[src/rtl/hazard_pkg.sv]
// Shared types and defaults for the operand hazard scoreboard and its forwarding selectors.
package hazard_pkg;

   localparam int unsigned ZERO_REG_DEF = 31;
   localparam int unsigned LOAD_LAT_DEF = 1;
   localparam int unsigned REG_AW_MAX   = 8;

   // rd is held at the widest supported address width; narrower addresses are zero-extended
   typedef struct packed {
      logic                  valid;
      logic [REG_AW_MAX-1:0] rd;
      logic                  we;
      logic                  ld;
   } sb_entry_t;

   localparam sb_entry_t SB_BUBBLE = '{valid: 1'b0, rd: {REG_AW_MAX{1'b0}}, we: 1'b0, ld: 1'b0};

endpackage

[src/rtl/fwd_select.sv]
// Per-operand youngest-match search over the scoreboard, load-readiness check and operand mux.
module fwd_select
   import hazard_pkg::*;
#(
   parameter int unsigned DATA_W   = 64,
   parameter int unsigned REG_AW   = 5,
   parameter int unsigned DEPTH    = 2,
   parameter int unsigned LOAD_LAT = LOAD_LAT_DEF,
   parameter int unsigned ZERO_REG = ZERO_REG_DEF
) (
   input  logic [DEPTH-1:0]            ent_valid,
   input  logic [DEPTH-1:0]            ent_we,
   input  logic [DEPTH-1:0]            ent_ld,
   input  logic [DEPTH*REG_AW_MAX-1:0] ent_rd,
   input  logic [REG_AW-1:0]           rs,
   input  logic [DATA_W-1:0]           rf,
   input  logic [DEPTH*DATA_W-1:0]     stage_data,
   output logic [DATA_W-1:0]           fwd,
   output logic                        not_ready
);

   localparam logic [REG_AW-1:0] ZERO_IDX = REG_AW'(ZERO_REG);

   logic [REG_AW_MAX-1:0] rs_ext_s;
   logic                  is_zero_s;
   logic                  hit_s;
   logic                  early_s;
   logic [DATA_W-1:0]     hit_data_s;

   // zero-extend the source address to the stored rd width
   always_comb begin
      rs_ext_s             = {REG_AW_MAX{1'b0}};
      rs_ext_s[REG_AW-1:0] = rs;
   end

   assign is_zero_s = (rs == ZERO_IDX);

   // walk oldest to youngest so the lowest matching index wins
   always_comb begin
      hit_s      = 1'b0;
      early_s    = 1'b0;
      hit_data_s = {DATA_W{1'b0}};
      for (int k = DEPTH - 1; k >= 0; k--) begin
         if (ent_valid[k] && ent_we[k] && !is_zero_s &&
             (ent_rd[k*REG_AW_MAX +: REG_AW_MAX] == rs_ext_s)) begin
            hit_s      = 1'b1;
            hit_data_s = stage_data[k*DATA_W +: DATA_W];
            early_s    = ent_ld[k] && (k < int'(LOAD_LAT));
         end else begin
            hit_s      = hit_s;
         end
      end
   end

   // operand mux: hard zero, youngest in-flight result, or register file
   always_comb begin
      if (is_zero_s) begin
         fwd = {DATA_W{1'b0}};
      end else if (hit_s) begin
         fwd = hit_data_s;
      end else begin
         fwd = rf;
      end
   end

   assign not_ready = hit_s && early_s;

endmodule

[src/rtl/hazard_scoreboard.sv]
// In-flight destination scoreboard driving operand forwarding, load-use stall and a stall counter.
module hazard_scoreboard
   import hazard_pkg::*;
#(
   parameter int unsigned DATA_W   = 64,
   parameter int unsigned REG_AW   = 5,
   parameter int unsigned DEPTH    = 2,
   parameter int unsigned LOAD_LAT = LOAD_LAT_DEF,
   parameter int unsigned ZERO_REG = ZERO_REG_DEF
) (
   input  logic                    clk,
   input  logic                    reset,
   input  logic                    issue_valid,
   input  logic [REG_AW-1:0]       issue_rd,
   input  logic                    issue_we,
   input  logic                    issue_ld,
   input  logic [REG_AW-1:0]       rs_a,
   input  logic [REG_AW-1:0]       rs_b,
   input  logic [DATA_W-1:0]       rf_a,
   input  logic [DATA_W-1:0]       rf_b,
   input  logic [DEPTH*DATA_W-1:0] stage_data,
   input  logic                    flush,
   input  logic [DEPTH-1:0]        flush_mask,
   output logic [DATA_W-1:0]       fwd_a,
   output logic [DATA_W-1:0]       fwd_b,
   output logic                    stall,
   output logic [31:0]             stall_cnt
);

   sb_entry_t                   sb_r [DEPTH];
   sb_entry_t                   issue_entry_s;
   logic [DEPTH-1:0]            ent_valid_s;
   logic [DEPTH-1:0]            ent_we_s;
   logic [DEPTH-1:0]            ent_ld_s;
   logic [DEPTH*REG_AW_MAX-1:0] ent_rd_s;
   logic                        nr_a_s;
   logic                        nr_b_s;
   logic                        stall_s;
   logic [31:0]                 stall_cnt_r;
   logic                        unused_flush_s;

   // the last stage retires unconditionally, so its kill bit has nothing to act on
   assign unused_flush_s = flush_mask[DEPTH-1];

   // build the entry that would enter stage 0
   always_comb begin
      issue_entry_s                = SB_BUBBLE;
      issue_entry_s.valid          = 1'b1;
      issue_entry_s.we             = issue_we;
      issue_entry_s.ld             = issue_ld;
      issue_entry_s.rd[REG_AW-1:0] = issue_rd;
   end

   // flatten scoreboard state for the per-operand selectors
   always_comb begin
      ent_valid_s = {DEPTH{1'b0}};
      ent_we_s    = {DEPTH{1'b0}};
      ent_ld_s    = {DEPTH{1'b0}};
      ent_rd_s    = {(DEPTH*REG_AW_MAX){1'b0}};
      for (int k = 0; k < DEPTH; k++) begin
         ent_valid_s[k]                         = sb_r[k].valid;
         ent_we_s[k]                            = sb_r[k].we;
         ent_ld_s[k]                            = sb_r[k].ld;
         ent_rd_s[k*REG_AW_MAX +: REG_AW_MAX]   = sb_r[k].rd;
      end
   end

   fwd_select #(
      .DATA_W(DATA_W), .REG_AW(REG_AW), .DEPTH(DEPTH),
      .LOAD_LAT(LOAD_LAT), .ZERO_REG(ZERO_REG)
   ) u_fwd_a (
      .ent_valid(ent_valid_s), .ent_we(ent_we_s), .ent_ld(ent_ld_s), .ent_rd(ent_rd_s),
      .rs(rs_a), .rf(rf_a), .stage_data(stage_data),
      .fwd(fwd_a), .not_ready(nr_a_s)
   );

   fwd_select #(
      .DATA_W(DATA_W), .REG_AW(REG_AW), .DEPTH(DEPTH),
      .LOAD_LAT(LOAD_LAT), .ZERO_REG(ZERO_REG)
   ) u_fwd_b (
      .ent_valid(ent_valid_s), .ent_we(ent_we_s), .ent_ld(ent_ld_s), .ent_rd(ent_rd_s),
      .rs(rs_b), .rf(rf_b), .stage_data(stage_data),
      .fwd(fwd_b), .not_ready(nr_b_s)
   );

   assign stall_s   = issue_valid && (nr_a_s || nr_b_s);
   assign stall     = stall_s;
   assign stall_cnt = stall_cnt_r;

   // scoreboard shift: issue or bubble into stage 0, per-stage kill on the way down
   always_ff @(posedge clk) begin
      if (reset) begin
         for (int k = 0; k < DEPTH; k++) begin
            sb_r[k] <= SB_BUBBLE;
         end
      end else begin
         if (issue_valid && !stall_s && !flush) begin
            sb_r[0] <= issue_entry_s;
         end else begin
            sb_r[0] <= SB_BUBBLE;
         end
         for (int k = 0; k < DEPTH - 1; k++) begin
            if (flush_mask[k]) begin
               sb_r[k+1] <= SB_BUBBLE;
            end else begin
               sb_r[k+1] <= sb_r[k];
            end
         end
      end
   end

   // saturating stall counter; flushed cycles are not counted
   always_ff @(posedge clk) begin
      if (reset) begin
         stall_cnt_r <= 32'h0000_0000;
      end else if (stall_s && !flush && (stall_cnt_r != 32'hFFFF_FFFF)) begin
         stall_cnt_r <= stall_cnt_r + 32'h0000_0001;
      end else begin
         stall_cnt_r <= stall_cnt_r;
      end
   end

endmodule

[config.mk]
export PLATFORM = sky130hd
export DESIGN_NAME = hazard_scoreboard
export DESIGN_NICKNAME = d
export VERILOG_FILES = /design/src/rtl/hazard_pkg.sv /design/src/rtl/fwd_select.sv /design/src/rtl/hazard_scoreboard.sv
export SDC_FILE = /design/constraint.sdc
export NUM_CORES = 1
export LEC_CHECK = 0
export ABC_AREA = 1
export BUFFER_PORTS_ARGS = -buffer_cell sky130_fd_sc_hd__buf_2
export CORE_AREA = 8 8 164 166
export CTS_CLUSTER_DIAMETER = 60
export DETAILED_ROUTE_END_ITERATION = 6
export DIE_AREA = 0 0 172 174
export GPL_TIMING_DRIVEN = 0
export SETUP_SLACK_MARGIN = 0.1
export SLEW_MARGIN = 20
export SYNTH_ARGS = -nofsm -noshare
export SYNTH_HDL_FRONTEND = slang
export SYNTH_SLANG_ARGS = --single-unit
export TNS_END_PERCENT = 30
[constraint.sdc]
create_clock -name clk -period 2.57 [get_ports clk]
set_input_delay 0.1285 -clock clk [delete_from_list [all_inputs] [get_ports clk]]
set_output_delay 0.1285 -clock clk [all_outputs]
set_load 0.01 [all_outputs]
Yosys cells after proc, flatten, opt, wreduce, memory -nomap -nowiden
Memory sizes are Yosys's and may differ from the RTL's. Cells that the tools add are included.

Latch bits: 0. Bits in registers: 32. Bits in writable memories: 22. Memories: 1. Bits of input ports: 279. Logic and storage cells: 68. Memory bits (read-only): 0.

Memories: sb_r (depth 2, width 11, rd ports 2, clocked after memory_dff 0, wr ports 2, RTL line hazard_scoreboard.sv:30) `sb_entry_t sb_r [DEPTH];`.

Bitwise logic cells: 4. Equality and inequality tests: 7. Add/sub/neg operators: 1. Shift-type cells: 0. Magnitude comparators: 0. Divide/modulo/power cells: 0. Reductions and logical operators: 22. Muxes and demuxes: 32. Multiply operators: 0.

Operators with widths (number): $mux W64 (8); $mux W11 (4); $add A32 B1 Y32 const B (1); $eq A8 B5 Y1 (4); $ne A32 B32 Y1 const B (1); $mux W1 (20); $logic_and A1 B1 Y1 (17); $eq A5 B5 Y1 const B (2); $logic_not A1 Y1 (4); $or A1 B1 Y1 (4); $logic_or A1 B1 Y1 (1).

Depth between registers and ports, before layout
Depth in word-level cells: 17. Mapped depth: 12. Gate-level depth less buffers: 12.

By module
A second synthesis with hierarchy kept.

Cell total of the unflattened synthesis: 1543. Area, all modules: 8100.3 um2.

By module, submodules not included: fwd_select (cells an instance 572, seq. area each 0.0 um2, times used 2, area each 2721.4 um2); hazard_scoreboard (cells an instance 399, seq. area each 1121.1 um2, times used 1, area each 2657.5 um2).

Worst setup path before layout
OpenSTA, ideal clock, no wires.

Path kind: reg-to-reg. Start: register stall_cnt_r[0], in the netlist stall_cnt[0]. End: register stall_cnt_r[18], in the netlist stall_cnt[18]. Library setup time: 0.071 ns. Path slack: 0.746 ns. Stages on the path, launching flop included: 11. Buffers on the path: 1. Data arrival time: 1.753 ns. Cell sequence: dfxtp_1 ha_1 inv_2 nor2_4 nand3_4 nor2_4 nand3_4 nand3_4 buf_6 nand2_2 a21oi_2.

Cells in the longest elaborated chain, start to end: 2.

Ends and longest elaborated chain: from (decl) (RTL line hazard_scoreboard.sv:39) `logic [31:0] stall_cnt_r;`; from (signal assigned) (RTL line hazard_scoreboard.sv:117) `stall_cnt_r <= stall_cnt_r + 32'h0000_0001;`; from (signal assigned) (RTL line hazard_scoreboard.sv:119) `stall_cnt_r <= stall_cnt_r;`; branches (longest 2 deep; another with $add A32 B1 Y32).

Several ways; the timed one is not identified. A chain may end at the register's enable or synchronous reset.

==> impl_metrics.py <==
metrics = {
    "synthesis": {
        "ys_top_cells_by_area": "nor2_1 17%, nor3_1 16%, nand2_1 11%",
        "synth_cell_types": 36,
        "post-synth-top-count-cell": "nor2_1",
        "netlist_instances": 1077,
        "yosysWarnings": 0,
        "synth-edff-count": 15,
        "ys_ff_latch": 47,
        "async_flop_share_pct": 0,
        "avgSynthCellArea_um2": 5.539,
        "synth_ff_type": "dfxtp_1",
        "yosysTopAreaCellShare_pct": 16.55,
        "ys_top_cells_by_count": "263 x nor2_1, 191 x nor3_1, 173 x nand2_1, 125 x o21ai_0, 50 x inv_1",
        "yosys.area.top_type": "nor2_1",
        "netlist_area_um2": 5966,
        "ys_seq_area_share_pct": 18.29,
    },
    "route": {
        "drc": 0,
        "viasPerCell": 5.140,
        "routed_wirelength_um": 42600,
        "final_antenna_net_count": 0,
        "initialDrtViolationCount": 729,
        "dr.pass1.iters": 5,
        "routedWlPerCell_um": 22.46,
        "num_vias": 9751,
    },
    "clock_tree": {
        "cts_made_buffers": 5,
        "cts_tree": "built",
        "clk_pin_slew_ns": 0.08,
        "htree_levels": 2,
        "ctsLongestPathBuffers": 2,
        "insertion_delay_ns": 0.30,
        "clock-root-buffer": "clkbuf_16",
        "cts_hold_buffers": 0,
        "cts_sinks": 47,
    },
    "place": {
        "pre_cts_slack_ns": 0.04280,
        "gp_congestion": 0.9783,
        "io_buffers": 437,
        "dp_hpwl_um": 35250,
    },
    "global_route": {
        "antenna_found_initial": 40,
        "grt_overflow": 0,
        "grtUsageMet2_pct": 43.87,
        "grt_max_degree": 18,
        "grt_use_met3_pct": 10.84,
        "track_usage_pct": 26.40,
        "use_met1_pct": 28.79,
        "grt_pass1_vias": 9425,
        "grt_pass1_wl_um": 59720,
        "gr-max-usage-layer": "met2",
    },
    "worst_setup_path": {
        "critical_path.max_fanout": 10,
        "r2r-start": "stall_cnt[0]",
        "worst_r2r_endpoint": "stall_cnt[20]",
        "worstPathArrival_ns": 2.27,
        "crit_type": "reg -> out",
        "worst-r2r-cell-count": 9,
        "startpoint_type": "flop",
        "crit_path_end_kind": "output port",
        "r2r_slack_ns": 0.25,
        "crit_required_ns": 2.44,
    },
    "timing": {
        "hold_viol": 0,
        "setup_tns_ns": 0,
        "finalClockSkew_ns": 0.007280,
        "max-slew-margin-rel_pct": 49.17,
        "fmax_mhz": 416.2,
        "setup_viol": 0,
        "finalCritPeriodShare_pct": 93.49,
        "finalCriticalPeriod_ns": 2.403,
        "drv_slew": 0,
        "worst_pin_slew_ns": 0.7597,
        "rsz0062_at_grt": "true",
        "setup_slack_ns": 0.1673,
    },
    "job": {
        "drv_cap": 0,
    },
    "power": {
        "combinationalPowerShare_pct": 36.5,
        "switchingPower_mw": 0.8294,
        "power.leakage_nw": 4.381,
        "p_int_mw": 1.517,
        "p_clk_share_pct": 30.0,
        "p_sw_share_pct": 35.34,
        "seqPwrFrac_pct": 33.5,
        "cellPowerDensity_nw_per_um2": 253.4,
        "vdd.ir_drop.worst_mv": 0.2681,
    },
    "cells_and_area": {
        "nNetsFinal": 1821,
        "fill_cells": 2831,
        "multiInputGateArea_um2": 4572,
        "synthToLayoutAreaGrowth_pct": 55.24,
        "drive_gt1_share_pct": 37.94,
        "register_area_um2": 1091,
    },
    "floorplan": {
        "die_area_um2": 29930,
        "rows": 58,
        "initial_core_util_pct": 24.32,
        "core_um2": 24530,
        "die_height_um": 174,
        "io_pins": 440,
        "die_w_um": 172,
    },
    "hold_path": {
        "hold_path_class": "in -> reg",
        "whs_path_depth": 3,
        "hold_end": "sb_r[0][3]",
        "worstHoldStart": "issue_rd[1]",
    },
    "outcome": {
        "status": "complete, no violations",
    },
}
-- how the worst max path moves through the flow --
stage                     cells after the start             to          from  slack (ns)
after CTS                                    11       fwd_b[5]    sb_r[0][2]        0.04
final                                         9      fwd_a[32]    sb_r[1][2]        0.17
after global routing                         11      fwd_b[52]    sb_r[0][2]        0.06
after global placement                       10       fwd_b[5]    sb_r[0][2]        0.03
after detailed placement                     10       fwd_b[5]    sb_r[0][2]        0.04
after floorplan                              10  stall_cnt[18]  stall_cnt[0]        0.75
-- per-layer routing --
metal  share of wire (%)  up-vias
li1                    -     4566
met1                  37     4527
met2                  47      505
met3                  12      125
met4                 4.3       28
met5                0.45        -
-- flip-flops by register name, summed over array words and instances, names as in the netlist --
| name | count |
|---|---|
| stall_cnt | 32 |
| sb_r | 15 |
-- final cells by class --
| cell class | count | share of cell area [%] |
|---|---|---|
| Antenna cell | 25 | 0.6755 |
| Buffer | 75 | 5.836 |
| Clock buffer | 5 | 1.351 |
| Clock inverter | 3 | 0.2972 |
| Inverter | 52 | 2.108 |
| Multi-Input combinational cell | 918 | 49.36 |
| Sequential cell | 47 | 11.78 |
| Tap cell | 330 | 4.458 |
| Timing Repair Buffer | 442 | 24.13 |
-- power groups by stage --
stage / registers [mW] / clock network, mW / logic (mW)
finish: 0.787 / 0.704 / 0.856
global route: 0.788 / 0.742 / 0.925
CTS: 0.787 / 0.713 / 0.819
detailed placement: 0.804 / 0 / 0.809
global placement: 0.804 / 0 / 0.810
floorplan: 0.801 / 0 / 0.314
-- per-stage QoR --
stage	area [µm²]	utilization (%)	hold WS, ns	power [mW]	std cells
5_1_grt	9256	37.74	0.1476	2.456	1895
3_5_place_dp	8618	35.14	0.4357	1.613	1858
4_1_cts	8859	36.12	0.1166	2.319	1867
3_3_place_gp	8618	35.14	0.4367	1.614	1858
6_report	9261	37.76	0.1185	2.347	1897
2_1_floorplan	6018	-	0.3365	1.115	1091
-- kinds of logic (layout without fill, tap and decap cells) --
group / after synthesis / after routing / share of synthesized area, %
compound gates: 170 / 170 / 15.02
xor+xnor: 14 / 14 / 2.055
fa+ha+maj: 1 / 1 / 0.2097
buf+inv: 127 / 577 / 10.17
flops: 47 / 47 / 18.29
other cells: 1 / 40 / 0.06286
simple gates: 717 / 718 / 54.19
-- repair_timing --
item,4_1_cts,5_1_grt
gates cloned,0,1
endpoints found under the hold margin,0,0
endpoints found under the setup margin,46,122
gates resized for setup,21,91
pin swaps,1,8
buffers inserted,1,4
-- worst max-delay path, cell delays in order, from the launching register on --
cell and delay [ns]:
edfxtp_1 0.43, xnor2_1 0.19, nand2_1 0.10, nor2_4 0.17, nand3_2 0.14, nand2_4 0.16, buf_4 0.21, nor2_1 0.07
nor3_2 0.29, buf_2 0.20
-- layout by cell type, fill, tap and decap left out, drive strengths merged, types with 2 or more instances in the layout --
cell type / instances
buf: 479
nor2: 269
nor3: 193
nand2: 186
o21ai: 130
inv: 54
clkbuf: 43
a21oi: 36
nand4: 35
dfxtp: 32
diode: 25
nand3b: 16
nand3: 16
edfxtp: 15
conb: 15
xnor2: 8
xor2: 6
or2: 3
o22ai: 2
Note: power is estimated with default switching activity, not from simulation.
